## src/rtl/sonata_pkg.sv

```systemverilog
// Shared types and constants for the SPI bus arbiter and its round-robin picker.
// The arbiter states, the requester limit and the hold-counter width live here.
package sonata_pkg;

  localparam int SpiArbMaxReq   = 8;
  localparam int SpiArbHoldCntW = 16;
  localparam int SpiArbIdxW     = 3;

  typedef enum logic [1:0] {
    IDLE  = 2'd0,
    OWN   = 2'd1,
    GUARD = 2'd2
  } arb_state_e;

  // (base + off) mod n, for base < n and off <= n
  function automatic logic [SpiArbIdxW-1:0] rr_wrap(input logic [SpiArbIdxW-1:0] base,
                                                    input int off, input int n);
    int sum;
    sum = int'(base) + off;
    sum = (sum >= n) ? sum - n : sum;
    return sum[SpiArbIdxW-1:0];
  endfunction

endpackage

```

## src/rtl/spi_bus_arbiter_rr_pick.sv

```systemverilog
// Combinational round-robin picker: the first set request found searching
// upward from ptr_i + 1 (wrapping) wins.
module rr_pick
  import sonata_pkg::*;
#(
  parameter int N = 2
) (
  input  logic [N-1:0]          req_i,
  input  logic [SpiArbIdxW-1:0] ptr_i,
  output logic [N-1:0]          gnt_o,
  output logic [SpiArbIdxW-1:0] idx_o,
  output logic                  valid_o
);

  logic [SpiArbMaxReq-1:0] req_pad;
  logic [SpiArbIdxW-1:0]   cand;
  logic                    hit;

  assign req_pad = SpiArbMaxReq'(req_i);

  // Priority search over the rotated request vector, then one-hot encode the winner.
  always_comb begin
    idx_o   = {SpiArbIdxW{1'b0}};
    valid_o = 1'b0;
    cand    = {SpiArbIdxW{1'b0}};
    hit     = 1'b0;
    gnt_o   = {N{1'b0}};
    for (int off = 1; off <= N; off++) begin
      cand    = rr_wrap(ptr_i, off, N);
      hit     = !valid_o && req_pad[cand];
      idx_o   = hit ? cand : idx_o;
      valid_o = valid_o | hit;
    end
    for (int i = 0; i < N; i++) begin
      gnt_o[i] = valid_o && (idx_o == SpiArbIdxW'(i));
    end
  end

endmodule

```

## src/rtl/spi_bus_arbiter.sv

```systemverilog
// Shares one SPI bus between NumReq hosts: whole-transaction round-robin grants,
// a chip-select guard gap between owners and optional eviction of long holders.
module spi_bus_arbiter
  import sonata_pkg::*;
#(
  parameter int NumReq        = 2,
  parameter int GuardCycles   = 2,
  parameter int MaxHoldCycles = 0
) (
  input  logic              clk_sys_i,
  input  logic              rst_sys_i,
  input  logic [NumReq-1:0] req_i,
  output logic [NumReq-1:0] gnt_o,
  input  logic [NumReq-1:0] req_sck_i,
  input  logic [NumReq-1:0] req_copi_i,
  input  logic [NumReq-1:0] req_cs_ni,
  output logic [NumReq-1:0] req_cipo_o,
  output logic              spi_sck_o,
  output logic              spi_copi_o,
  output logic              spi_cs_no,
  input  logic              spi_cipo_i,
  output logic              timeout_o,
  output logic [2:0]        timeout_id_o,
  output logic              busy_o
);

  localparam int HoldW = SpiArbHoldCntW;
  localparam logic              GuardEn   = (GuardCycles > 0);
  localparam logic              HoldEn    = (MaxHoldCycles > 0);
  localparam logic [7:0]        GuardLast = (GuardCycles > 0) ? 8'(GuardCycles - 1) : 8'd0;
  localparam logic [HoldW-1:0]  HoldLast  = (MaxHoldCycles > 0) ? HoldW'(MaxHoldCycles - 1)
                                                                : {HoldW{1'b0}};
  localparam logic [HoldW-1:0]  HoldMax   = {HoldW{1'b1}};
  localparam logic [HoldW-1:0]  HoldOne   = HoldW'(1'b1);
  localparam logic [SpiArbIdxW-1:0] PtrInit = SpiArbIdxW'(NumReq - 1);

  arb_state_e              state_q, state_d;
  logic [NumReq-1:0]       gnt_q, gnt_d;
  logic [SpiArbIdxW-1:0]   owner_q, owner_d;
  logic [SpiArbIdxW-1:0]   rr_q, rr_d;
  logic [HoldW-1:0]        hold_q, hold_d;
  logic [7:0]              cnt_q, cnt_d;
  logic [NumReq-1:0]       blocked_q, blocked_d;
  logic                    timeout_q, timeout_d;
  logic [SpiArbIdxW-1:0]   timeout_id_q, timeout_id_d;
  logic                    busy_q, busy_d;

  logic [NumReq-1:0]       eligible;
  logic [NumReq-1:0]       pick_gnt;
  logic [SpiArbIdxW-1:0]   pick_idx;
  logic                    pick_valid;
  logic [SpiArbMaxReq-1:0] req_pad;
  logic [SpiArbMaxReq-1:0] sck_pad;
  logic [SpiArbMaxReq-1:0] copi_pad;
  logic [SpiArbMaxReq-1:0] cs_pad;
  logic                    owner_req;
  logic                    evict;

  assign eligible = req_i & ~blocked_q;
  assign req_pad  = SpiArbMaxReq'(req_i);
  assign sck_pad  = SpiArbMaxReq'(req_sck_i);
  assign copi_pad = SpiArbMaxReq'(req_copi_i);
  assign cs_pad   = SpiArbMaxReq'(req_cs_ni);

  rr_pick #(
    .N (NumReq)
  ) u_rr_pick (
    .req_i   (eligible),
    .ptr_i   (rr_q),
    .gnt_o   (pick_gnt),
    .idx_o   (pick_idx),
    .valid_o (pick_valid)
  );

  // Next-state logic: grant, release/eviction, guard countdown and blocked bits.
  always_comb begin
    state_d      = state_q;
    gnt_d        = gnt_q;
    owner_d      = owner_q;
    rr_d         = rr_q;
    hold_d       = hold_q;
    cnt_d        = cnt_q;
    timeout_d    = 1'b0;
    timeout_id_d = {SpiArbIdxW{1'b0}};
    evict        = 1'b0;
    owner_req    = req_pad[owner_q];
    case (state_q)
      IDLE: begin
        if (pick_valid) begin
          state_d = OWN;
          gnt_d   = pick_gnt;
          owner_d = pick_idx;
          rr_d    = pick_idx;
          hold_d  = {HoldW{1'b0}};
        end else begin
          gnt_d = {NumReq{1'b0}};
        end
      end
      OWN: begin
        // A voluntary release in the limit cycle takes precedence over eviction.
        if (!owner_req || (HoldEn && (hold_q == HoldLast))) begin
          gnt_d = {NumReq{1'b0}};
          if (GuardEn) begin
            state_d = GUARD;
            cnt_d   = GuardLast;
          end else begin
            state_d = IDLE;
          end
          if (owner_req) begin
            evict        = 1'b1;
            timeout_d    = 1'b1;
            timeout_id_d = owner_q;
          end else begin
            evict = 1'b0;
          end
        end else begin
          hold_d = (hold_q == HoldMax) ? hold_q : hold_q + HoldOne;
        end
      end
      GUARD: begin
        if (cnt_q == 8'd0) begin
          state_d = IDLE;
        end else begin
          cnt_d = cnt_q - 8'd1;
        end
      end
      default: begin
        state_d = IDLE;
        gnt_d   = {NumReq{1'b0}};
      end
    endcase
    for (int i = 0; i < NumReq; i++) begin
      blocked_d[i] = (blocked_q[i] & req_i[i]) | (evict & (owner_q == SpiArbIdxW'(i)));
    end
    busy_d = (state_d != IDLE);
  end

  // Arbiter state and registered outputs.
  always_ff @(posedge clk_sys_i or posedge rst_sys_i) begin
    if (rst_sys_i) begin
      state_q      <= IDLE;
      gnt_q        <= {NumReq{1'b0}};
      owner_q      <= {SpiArbIdxW{1'b0}};
      rr_q         <= PtrInit;
      hold_q       <= {HoldW{1'b0}};
      cnt_q        <= 8'd0;
      blocked_q    <= {NumReq{1'b0}};
      timeout_q    <= 1'b0;
      timeout_id_q <= {SpiArbIdxW{1'b0}};
      busy_q       <= 1'b0;
    end else begin
      state_q      <= state_d;
      gnt_q        <= gnt_d;
      owner_q      <= owner_d;
      rr_q         <= rr_d;
      hold_q       <= hold_d;
      cnt_q        <= cnt_d;
      blocked_q    <= blocked_d;
      timeout_q    <= timeout_d;
      timeout_id_q <= timeout_id_d;
      busy_q       <= busy_d;
    end
  end

  assign gnt_o        = gnt_q;
  assign timeout_o    = timeout_q;
  assign timeout_id_o = timeout_id_q;
  assign busy_o       = busy_q;

  // Bus mux: only the owner reaches the pads; the bus idles with cs_n high otherwise.
  always_comb begin
    spi_sck_o  = 1'b0;
    spi_copi_o = 1'b0;
    spi_cs_no  = 1'b1;
    req_cipo_o = {NumReq{1'b0}};
    if (state_q == OWN) begin
      spi_sck_o  = sck_pad[owner_q];
      spi_copi_o = copi_pad[owner_q];
      spi_cs_no  = cs_pad[owner_q];
      for (int i = 0; i < NumReq; i++) begin
        req_cipo_o[i] = (owner_q == SpiArbIdxW'(i)) & spi_cipo_i;
      end
    end else begin
      spi_cs_no = 1'b1;
    end
  end

endmodule

```

## config.mk

```make
export PLATFORM = sky130hd
export DESIGN_NAME = spi_bus_arbiter
export DESIGN_NICKNAME = d
export VERILOG_FILES = /design/src/rtl/sonata_pkg.sv /design/src/rtl/spi_bus_arbiter_rr_pick.sv /design/src/rtl/spi_bus_arbiter.sv
export SDC_FILE = /design/constraint.sdc
export NUM_CORES = 1
export LEC_CHECK = 0
export CAP_MARGIN = 15
export CORE_UTILIZATION = 57
export CTS_BUF_LIST = sky130_fd_sc_hd__clkbuf_8
export CTS_CLUSTER_SIZE = 40
export DETAILED_ROUTE_END_ITERATION = 10
export GPL_TIMING_DRIVEN = 1
export PLACE_DENSITY = 0.87
export SLEW_MARGIN = 20
export SYNTH_ARGS = -nofsm -noshare
export SYNTH_HDL_FRONTEND = slang
export SYNTH_SLANG_ARGS = --single-unit
export TNS_END_PERCENT = 1
```

## constraint.sdc

```tcl
create_clock -name clk_sys_i -period 5.4 [get_ports clk_sys_i]
set_input_delay 1.35 -clock clk_sys_i [delete_from_list [all_inputs] [get_ports clk_sys_i]]
set_output_delay 1.35 -clock clk_sys_i [all_outputs]
set_load 0.02 [all_outputs]
```

==> out/metrics.cfg, run 1 <==
[cells_and_area]
layout_common_cells = dfrtp_1, clkdlybuf4s50_1, nor2_1, inv_1, ha_1
drive_gt1_share_pct = 8.57
stdcell_count = 167
regArea_um2 = 477
stdcell_area_mm2 = 0.00145
nFillCells = 140
antenna_cells = 0
utilization_pct = 72.9
syn_to_final_growth_pct = 18.8
multi_input_area_um2 = 683
nNetsFinal = 160

[die]
die_area_mm2 = 0.00232
die_w_um = 48.2
ios = 23
die_h_um = 48.2
core-area_mm2 = 0.00198
fp-row-count = 16
initial_core_util_pct = 61.4

[timing]
rsz0062_at_grt = no
hold_slack_ns = 0.487
fin_ws_ns = 1.35
fin_setup_tns_ns = 0
slew-limit-headroom_pct = 54.6
clock_skew_ns = 0.000805
timing_hold_violations_final = 0
slew_violations = 0
setup_viol = 0
period_minus_slack_ns = 4.05
tightest_slew_ns = 0.680
fmax_mhz = 247
min_period_over_period_pct = 75.0

[yosys]
synth_cell_types = 44
netlist_area_mm2 = 0.00122
yosysWarnings = 0
synthCells = 120
syn_area_per_cell_um2 = 10.1
synth-seq-area-share_pct = 39.2
synth-seq-cells = 19

[clock_tree]
cts-root-buf = clkbuf_8
clk_pin_slew_ns = 0.07
clkSinkCount = 19
clock_latency_ns = 0.26
cts_resized = 0
htreeDepth = 1
cts_tree = done
clockBufferDepth = 2
cts_post_setup_buffers_inserted = 0
cts_made_buffers = 3
ctsHoldBuffers = 0

[power]
p_per_area_mw_per_mm2 = 465
power_uw = 672
p_leak_nw = 0.676
ir_drop_v = 0.000281

[run_status]
status = completed

[setup_path]
cp_max_fo = 1
end_kind = output port
crit_arrival_ns = 2.70
r2r_setup_slack_ns = 3.37
crit_required_ns = 4.05
reg2reg_depth = 7
crit_end = spi_cs_no
r2r-end = owner_q[1]
crit_type = in -> out
crit_path_start_kind = primary input
crit_start = req_cs_ni[1]
timing.rr.start = rr_q[0]

[run]
cap_violations = 0

[route]
wl_met3_um = 40
drt_iter0_markers = 7
drt-vias-per-instance = 5.29
wl_met2_mm = 1.25
dr.pass1.iters = 4
wl_met1_um = 942
dr.max_layer_used = met4
wl_mm = 2.28
drc = 0
wl_per_cell_um = 13.7
vias = 883
ant_nets = 0

[placement]
placed_cell_area_mm2 = 0.00140
dp_hpwl_mm = 1.78
post-place-ws_ns = 1.33
place_congestion = 0.774
port_buffers = 18
place_inst = 163

[global_route]
grt_pass1_vias = 863
grt_pass1_wl_mm = 3.67
grt_max_degree = 20
grtUsageTotal_pct = 24.2
antenna_found_initial = 0
gr-total-overflow = 0

[hold_path]
hold_path_class = reg -> reg

==> how the worst min path moves through the flow <==
stage	from	to	slack (ns)	cells past startpoint
after global routing	gnt_o[1]	gnt_o[1]	0.50	1
final	gnt_o[1]	gnt_o[1]	0.49	1
after floorplan	blocked_q[0]	blocked_q[0]	0.47	1
after CTS	gnt_o[1]	gnt_o[1]	0.50	1
after global placement	gnt_o[1]	gnt_o[1]	0.47	1
after detailed placement	gnt_o[1]	gnt_o[1]	0.47	1
==> report_power, final <==
group	internal [mW]	switching, mW	leakage (nW)
Sequential	0.192	0.0502	0.247
Combinational	0.156	0.177	0.402
Clock	0.0506	0.0455	0.0269
Total	0.399	0.273	0.676
==> critical path, cell delays in order <==
cell,delay [ns]
clkdlybuf4s50_1,0.45
mux2i_1,0.06
o31ai_1,0.19
clkdlybuf4s50_1,0.64
==> flip-flops by register name, indices dropped and copies added, names as in the netlist <==
| register | count |
|---|---|
| state_q | 2 |
| rr_q | 1 |
| cnt_q | 8 |
| gnt_o | 2 |
| busy_o | 1 |
| blocked_q | 2 |
| owner_q | 3 |
==> cell usage after synthesis, drive strengths merged <==
| cell | count | area share (%) |
|---|---|---|
| a21boi | 1 | 1.5 |
| a21o | 2 | 1.2 |
| a21oi | 4 | 2.0 |
| a22oi | 1 | 1.0 |
| a32o | 1 | 0.82 |
| and2 | 4 | 2.1 |
| and3 | 1 | 0.51 |
| and4 | 1 | 0.72 |
| buf | 5 | 3.4 |
| conb | 1 | 0.31 |
| dfrtp | 18 | 37 |
| dfstp | 1 | 2.2 |
| ha | 8 | 8.2 |
| inv | 7 | 2.2 |
| mux2 | 1 | 1.2 |
| mux2i | 3 | 2.5 |
| nand2 | 6 | 1.9 |
| nand2b | 4 | 2.1 |
| nand3 | 2 | 0.82 |
| nand3b | 1 | 0.62 |
| nand4b | 1 | 0.72 |
| nand4bb | 1 | 0.93 |
| nor2 | 15 | 4.6 |
| nor2b | 3 | 1.5 |
| nor3 | 3 | 2.2 |
| nor3b | 3 | 2.3 |
| nor4 | 1 | 0.51 |
| nor4b | 1 | 1.2 |
| o211a | 2 | 1.6 |
| o211ai | 1 | 0.62 |
| o21ai | 1 | 0.41 |
| o22ai | 1 | 0.51 |
| o2bb2ai | 1 | 0.72 |
| o31ai | 2 | 1.2 |
| o41ai | 1 | 0.72 |
| or2 | 1 | 0.51 |
| or3 | 2 | 1.0 |
| xnor2 | 2 | 2.1 |
| xor2 | 6 | 4.3 |
==> routing by layer <==
| metal | track usage (%) | up-vias |
|---|---|---|
| met3 | 5.56 | 5 |
| li1 | - | 446 |
| met4 | 11.7 | 0 |
| met5 | 0 | - |
| met1 | 25.2 | 427 |
| met2 | 45.1 | 5 |
==> logic make-up after synthesis <==
logic type / synth area share, %
other: 0.308
AO/OA/AOI/OAI: 12.4
buffers and inverters: 5.56
multiplexers: 3.70
AND/OR/NAND/NOR: 24.2
flip-flops: 39.2
XOR/XNOR: 6.38
adder cells (fa/ha/maj): 8.23
==> layout make-up <==
class / count / share of cell area (%)
multi-input combinational: 92 / 47.3
sequential: 19 / 33.0
timing repair buffer: 18 / 12.5
clock buffer: 3 / 2.86
tap: 27 / 2.34
inverter: 7 / 1.82
clock inverter: 1 / 0.260
Power figures use the tool's default switching activity.
==> run 2, diff against run 1 <==
--- a/config.mk
+++ b/config.mk
@@ -6,12 +6,12 @@
 export NUM_CORES = 1
 export LEC_CHECK = 0
 export CAP_MARGIN = 15
-export CORE_UTILIZATION = 57
+export CORE_UTILIZATION = 48
 export CTS_BUF_LIST = sky130_fd_sc_hd__clkbuf_8
 export CTS_CLUSTER_SIZE = 40
 export DETAILED_ROUTE_END_ITERATION = 10
 export GPL_TIMING_DRIVEN = 1
-export PLACE_DENSITY = 0.87
+export PLACE_DENSITY = 0.78
 export SLEW_MARGIN = 20
 export SYNTH_ARGS = -nofsm -noshare
 export SYNTH_HDL_FRONTEND = slang
==> constraint.sdc (replaced) <==
create_clock -name clk_sys_i -period 3.55 [get_ports clk_sys_i]
set_input_delay 0.8875 -clock clk_sys_i [delete_from_list [all_inputs] [get_ports clk_sys_i]]
set_output_delay 0.8875 -clock clk_sys_i [all_outputs]
set_load 0.02 [all_outputs]
==> run 2 against run 1 <==
Clock skew up 0.0018 ns. Wire length down 2.0%. Non-clock buffer count unchanged. First-iteration DRC count down 14%. Via count up 2.2%. Core utilization down 10 points. Die area up 18%. Global-route usage down 6.1 points. Power up 52%. Register-to-register slack worse by 1.8 ns. Critical path type unchanged. Critical endpoint unchanged. Largest cell class unchanged. Highest routed layer unchanged.
==> out/metrics.cfg, run 2 (synthesis gave the netlist of run 1 again) <==
[timing]
fmax_mhz = 316
setup_viol = 0
clock_skew_ns = 0.00260
min_period_over_period_pct = 89.3
fin_setup_tns_ns = 0
tightest_slew_ns = 0.691
period_minus_slack_ns = 3.17
slew-limit-headroom_pct = 53.9
rsz0062_at_grt = no
slew_violations = 0
timing_hold_violations_final = 0
hold_slack_ns = 0.486

[setup_path]
crit_path_max_incr_delay_ns = 0.65
crit_end = spi_cs_no
r2r_setup_slack_ns = 1.57
timing.rr.start = rr_q[0]
cp_max_fo = 1
path_cells = clkdlybuf4s50_1 > mux2i_1 > o31ai_1 > clkdlybuf4s50_1
crit_path_start_kind = primary input
crit_type = in -> out
r2r-end = owner_q[1]
cpMostUsedCell = clkdlybuf4s50_1
reg2reg_depth = 7
end_kind = output port
crit_start = req_cs_ni[1]
crit_required_ns = 2.66
crit_arrival_ns = 2.28
slowest_stage = clkdlybuf4s50_1

[placement]
port_buffers = 18
place_congestion = 0.752
dp_hpwl_mm = 1.77

[route]
drc = 0
ant_nets = 0
drt_iter0_markers = 6
wl_mm = 2.24
drt-vias-per-instance = 5.37
wl_per_cell_um = 13.3
vias = 902
dr.pass1.iters = 4

[power]
p_seq_share_pct = 36.4
ir_drop_v = 0.000429
power_mw = 1.02
p_sw_uw = 413
p_sw_share_pct = 40.5
clkPwrFrac_pct = 14.0
p_leak_nw = 0.676
power_frac_comb_pct = 49.6
internal-power_uw = 607
p_per_area_mw_per_mm2 = 705

[global_route]
grt_use_met1_pct = 21.4
antenna_found_initial = 0
grt_use_met3_pct = 1.74
grt_pass1_wl_mm = 3.66
grt_use_met2_pct = 33.8
grtUsageTotal_pct = 18.0
gr-total-overflow = 0
busiest_layer = met2
grt_pass1_vias = 895
grt_max_degree = 20

[run]
cap_violations = 0

[cells_and_area]
layout_common_cells = dfrtp_1, clkdlybuf4s50_1, nor2_1, inv_1, ha_1
drive_gt1_share_pct = 8.57
regArea_um2 = 477
multi_input_area_um2 = 683
utilization_pct = 63.0
syn_to_final_growth_pct = 18.9
nNetsFinal = 160
top_regs = cnt_q: 8 flops, owner_q: 3 flops
nFillCells = 190
largest_reg_flops = 8
max_flop_register = cnt_q
antenna_cells = 0

[clock_tree]
clk_pin_slew_ns = 0.07
cts_tree = done
cts-root-buf = clkbuf_8
htreeDepth = 1
cts_made_buffers = 3
cts_post_setup_buffers_inserted = 0
clockBufferDepth = 2
clkSinkCount = 19
cts_resized = 0
ctsHoldBuffers = 0
clock_latency_ns = 0.25

[hold_path]
hp-start = gnt_o[1]
hold_path_class = reg -> reg

[die]
die_h_um = 52.3
die_w_um = 52.3
die_area_mm2 = 0.00274
initial_core_util_pct = 52.9
fp-row-count = 17
ios = 23
core-area_mm2 = 0.00230

[run_status]
status = completed

run 2: power groups by stage:
stage / clock [mW] / sequential, mW / combinational, mW
2_1_floorplan: 0 / 0.368 / 0.373
3_3_place_gp: 0 / 0.370 / 0.491
3_5_place_dp: 0 / 0.374 / 0.509
4_1_cts: 0.145 / 0.371 / 0.512
5_1_grt: 0.153 / 0.380 / 0.558
6_report: 0.142 / 0.371 / 0.507
run 2: through the flow:
stage,cell area (µm²),setup slack (ns),instances
after CTS,1450,0.361,168
after global routing,1450,0.341,168
after floorplan,1230,1.18,123
after global placement,1400,0.433,164
final,1450,0.381,168
after detailed placement,1400,0.341,164
run 2: area by class of cell:
type                    count  area share, %
clock buffers               3           2.85
clock inverters             1          0.260
inverters                   7           1.82
multi-input cells          92           47.2
flip-flops and latches     19           33.0
well taps                  28           2.42
repair buffers             18           12.5
run 2: worst min path at each step:
| stage | endpoint | slack (ns) | cells past startpoint |
|---|---|---|---|
| final | gnt_o[1] | 0.49 | 1 |
| after global routing | gnt_o[1] | 0.52 | 1 |
| after CTS | gnt_o[1] | 0.49 | 1 |
| after detailed placement | gnt_o[1] | 0.47 | 1 |
| after global placement | gnt_o[1] | 0.47 | 1 |
| after floorplan | blocked_q[0] | 0.47 | 1 |
run 2: critical path: cells and delay by family:
family	cells	cell delay, ns
mux	1	0.06
buf+inv	2	1.10
compound gates	1	0.23
run 2: metal layers:
metal | vias to the layer above | wire, µm
li1 | 454 | -
met1 | 441 | 994
met2 | 5 | 1210
met3 | 2 | 23
met4 | 0 | 6
met5 | - | 0
==> run 3, diff against run 2 <==
--- a/config.mk
+++ b/config.mk
@@ -6,12 +6,11 @@
 export NUM_CORES = 1
 export LEC_CHECK = 0
 export CAP_MARGIN = 15
-export CORE_UTILIZATION = 48
-export CTS_BUF_LIST = sky130_fd_sc_hd__clkbuf_8
-export CTS_CLUSTER_SIZE = 40
+export CORE_UTILIZATION = 46
+export CTS_CLUSTER_SIZE = 24
 export DETAILED_ROUTE_END_ITERATION = 10
 export GPL_TIMING_DRIVEN = 1
-export PLACE_DENSITY = 0.78
+export PLACE_DENSITY = 0.76
 export SLEW_MARGIN = 20
 export SYNTH_ARGS = -nofsm -noshare
 export SYNTH_HDL_FRONTEND = slang
==> run 3 against run 2 <==
Sequential power hardly changed. Global-route usage is 0.56 points higher. First-iteration DRC count is 120% higher. Register-to-register slack hardly changed. Final cell count is 1.2% higher. Die area is 4.2% higher. Flip-flop and latch count stayed put. Count of clock-buffer cells in the layout is 1 higher. Combinational power is 1% lower.
==> out/metrics.cfg, run 3 (synthesis gave the netlist of run 1 again) <==
[run_status]
status = completed

[timing]
timing_hold_violations_final = 0
fin_setup_tns_ns = 0
slew-limit-headroom_pct = 52.4
period_minus_slack_ns = 3.15
fin_ws_ns = 0.403
rsz0062_at_grt = no
min_period_over_period_pct = 88.7
hold_slack_ns = 0.494
setup_viol = 0
fmax_mhz = 318
tightest_slew_ns = 0.713
slew_violations = 0
clock_skew_ns = 0.00840

[power]
p_sw_uw = 407
power_uw = 980
p_leak_nw = 0.664
p_per_area_mw_per_mm2 = 685
clkPwrFrac_pct = 11.1
ir_drop_v = 0.000400
power_frac_comb_pct = 51.2
p_seq_share_pct = 37.7
internal-power_uw = 573
p_sw_share_pct = 41.6

[clock_tree]
ctsHoldBuffers = 0
cts_tree = done
clockBufferDepth = 2
htreeDepth = 1
clkSinkCount = 19
cts_made_buffers = 3
clk_pin_slew_ns = 0.10
cts_post_setup_buffers_inserted = 0
clock_latency_ns = 0.30
cts_resized = 0
cts-root-buf = clkbuf_4

[cells_and_area]
antenna_cells = 0
largest_reg_flops = 8
drive_gt1_share_pct = 8.57
syn_to_final_growth_pct = 17.6
layout_common_cells = dfrtp_1, clkdlybuf4s50_1, nor2_1, ha_1, inv_1
regArea_um2 = 477
nNetsFinal = 160
max_flop_register = cnt_q
nFillCells = 224
multi_input_area_um2 = 683
top_regs = cnt_q: 8 flops, owner_q: 3 flops

[die]
die_area_mm2 = 0.00285
fp-row-count = 18
ios = 23
die_h_um = 53.4
die_w_um = 53.4
core-area_mm2 = 0.00248
initial_core_util_pct = 49.1

[placement]
dp_hpwl_mm = 1.76
port_buffers = 18
place_congestion = 0.767
post-place-ws_ns = 0.388

[setup_path]
crit_required_ns = 2.66
cp_max_fo = 1
crit_path_start_kind = primary input
end_kind = output port
crit_type = in -> out
crit_arrival_ns = 2.26

[global_route]
grt_use_met2_pct = 34.0
gr-total-overflow = 0
grtUsageTotal_pct = 18.6
grt_use_met1_pct = 21.7
grt_max_degree = 20
grt_pass1_wl_mm = 3.76
grt_pass1_vias = 880
grt_use_met3_pct = 1.72
busiest_layer = met2
antenna_found_initial = 0

[route]
wl_mm = 2.23
vias = 884
drc = 0
wl_per_cell_um = 13.1
drt_iter0_markers = 13
dr.pass1.iters = 4
ant_nets = 0
drt-vias-per-instance = 5.20

[run]
cap_violations = 0

[hold_path]
hold_path_class = reg -> reg

## run 3: path summary, 6_finish.rpt
kind | from | endpoint | slack (ns) | cells after the start
max in group asynchronous | rst_sys_i | cnt_q[0] | 2.11 | 2
worst max-delay path | req_cs_ni[1] | spi_cs_no | 0.40 | 4
worst max register to register | rr_q[0] | busy_o | 1.56 | 7
worst min-delay path | gnt_o[1] | gnt_o[1] | 0.49 | 1
min in group asynchronous | rst_sys_i | cnt_q[3] | 0.99 | 2
worst min register to register | gnt_o[1] | gnt_o[1] | 0.49 | 1
## run 3: through the flow
step	utilization, %	std cells	area, µm²
after CTS	57.7	170	1430
after global placement	56.7	166	1400
after detailed placement	56.7	166	1400
after global routing	57.7	170	1430
after floorplan	-	123	1230
final	57.7	170	1430
## run 3: cell type report
cell class                      count  share of cell area [%]
Tap cell                           30                    2.62
Inverter                            7                    1.84
Multi-Input combinational cell     92                    47.8
Timing Repair Buffer               18                    12.6
Sequential cell                    19                    33.3
Clock buffer                        4                    1.84
## run 3: worst max-delay path, cell delays in order
cell             delay (ns)
clkdlybuf4s50_1        0.46
mux2i_1                0.06
o31ai_1                0.20
clkdlybuf4s50_1        0.65
## run 3: power by group through the flow
stage	clock (mW)	sequential (mW)	combinational, mW
after global placement	0	0.370	0.492
after detailed placement	0	0.374	0.506
final	0.109	0.369	0.502
after floorplan	0	0.368	0.373
after CTS	0.116	0.369	0.508
after global routing	0.119	0.380	0.567
## run 3: routing by layer
layer  routed length (µm)  up-vias
met5                    0        -
li1                     -      449
met4                   25        0
met1                  972      418
met2                 1180       13
met3                   52        4
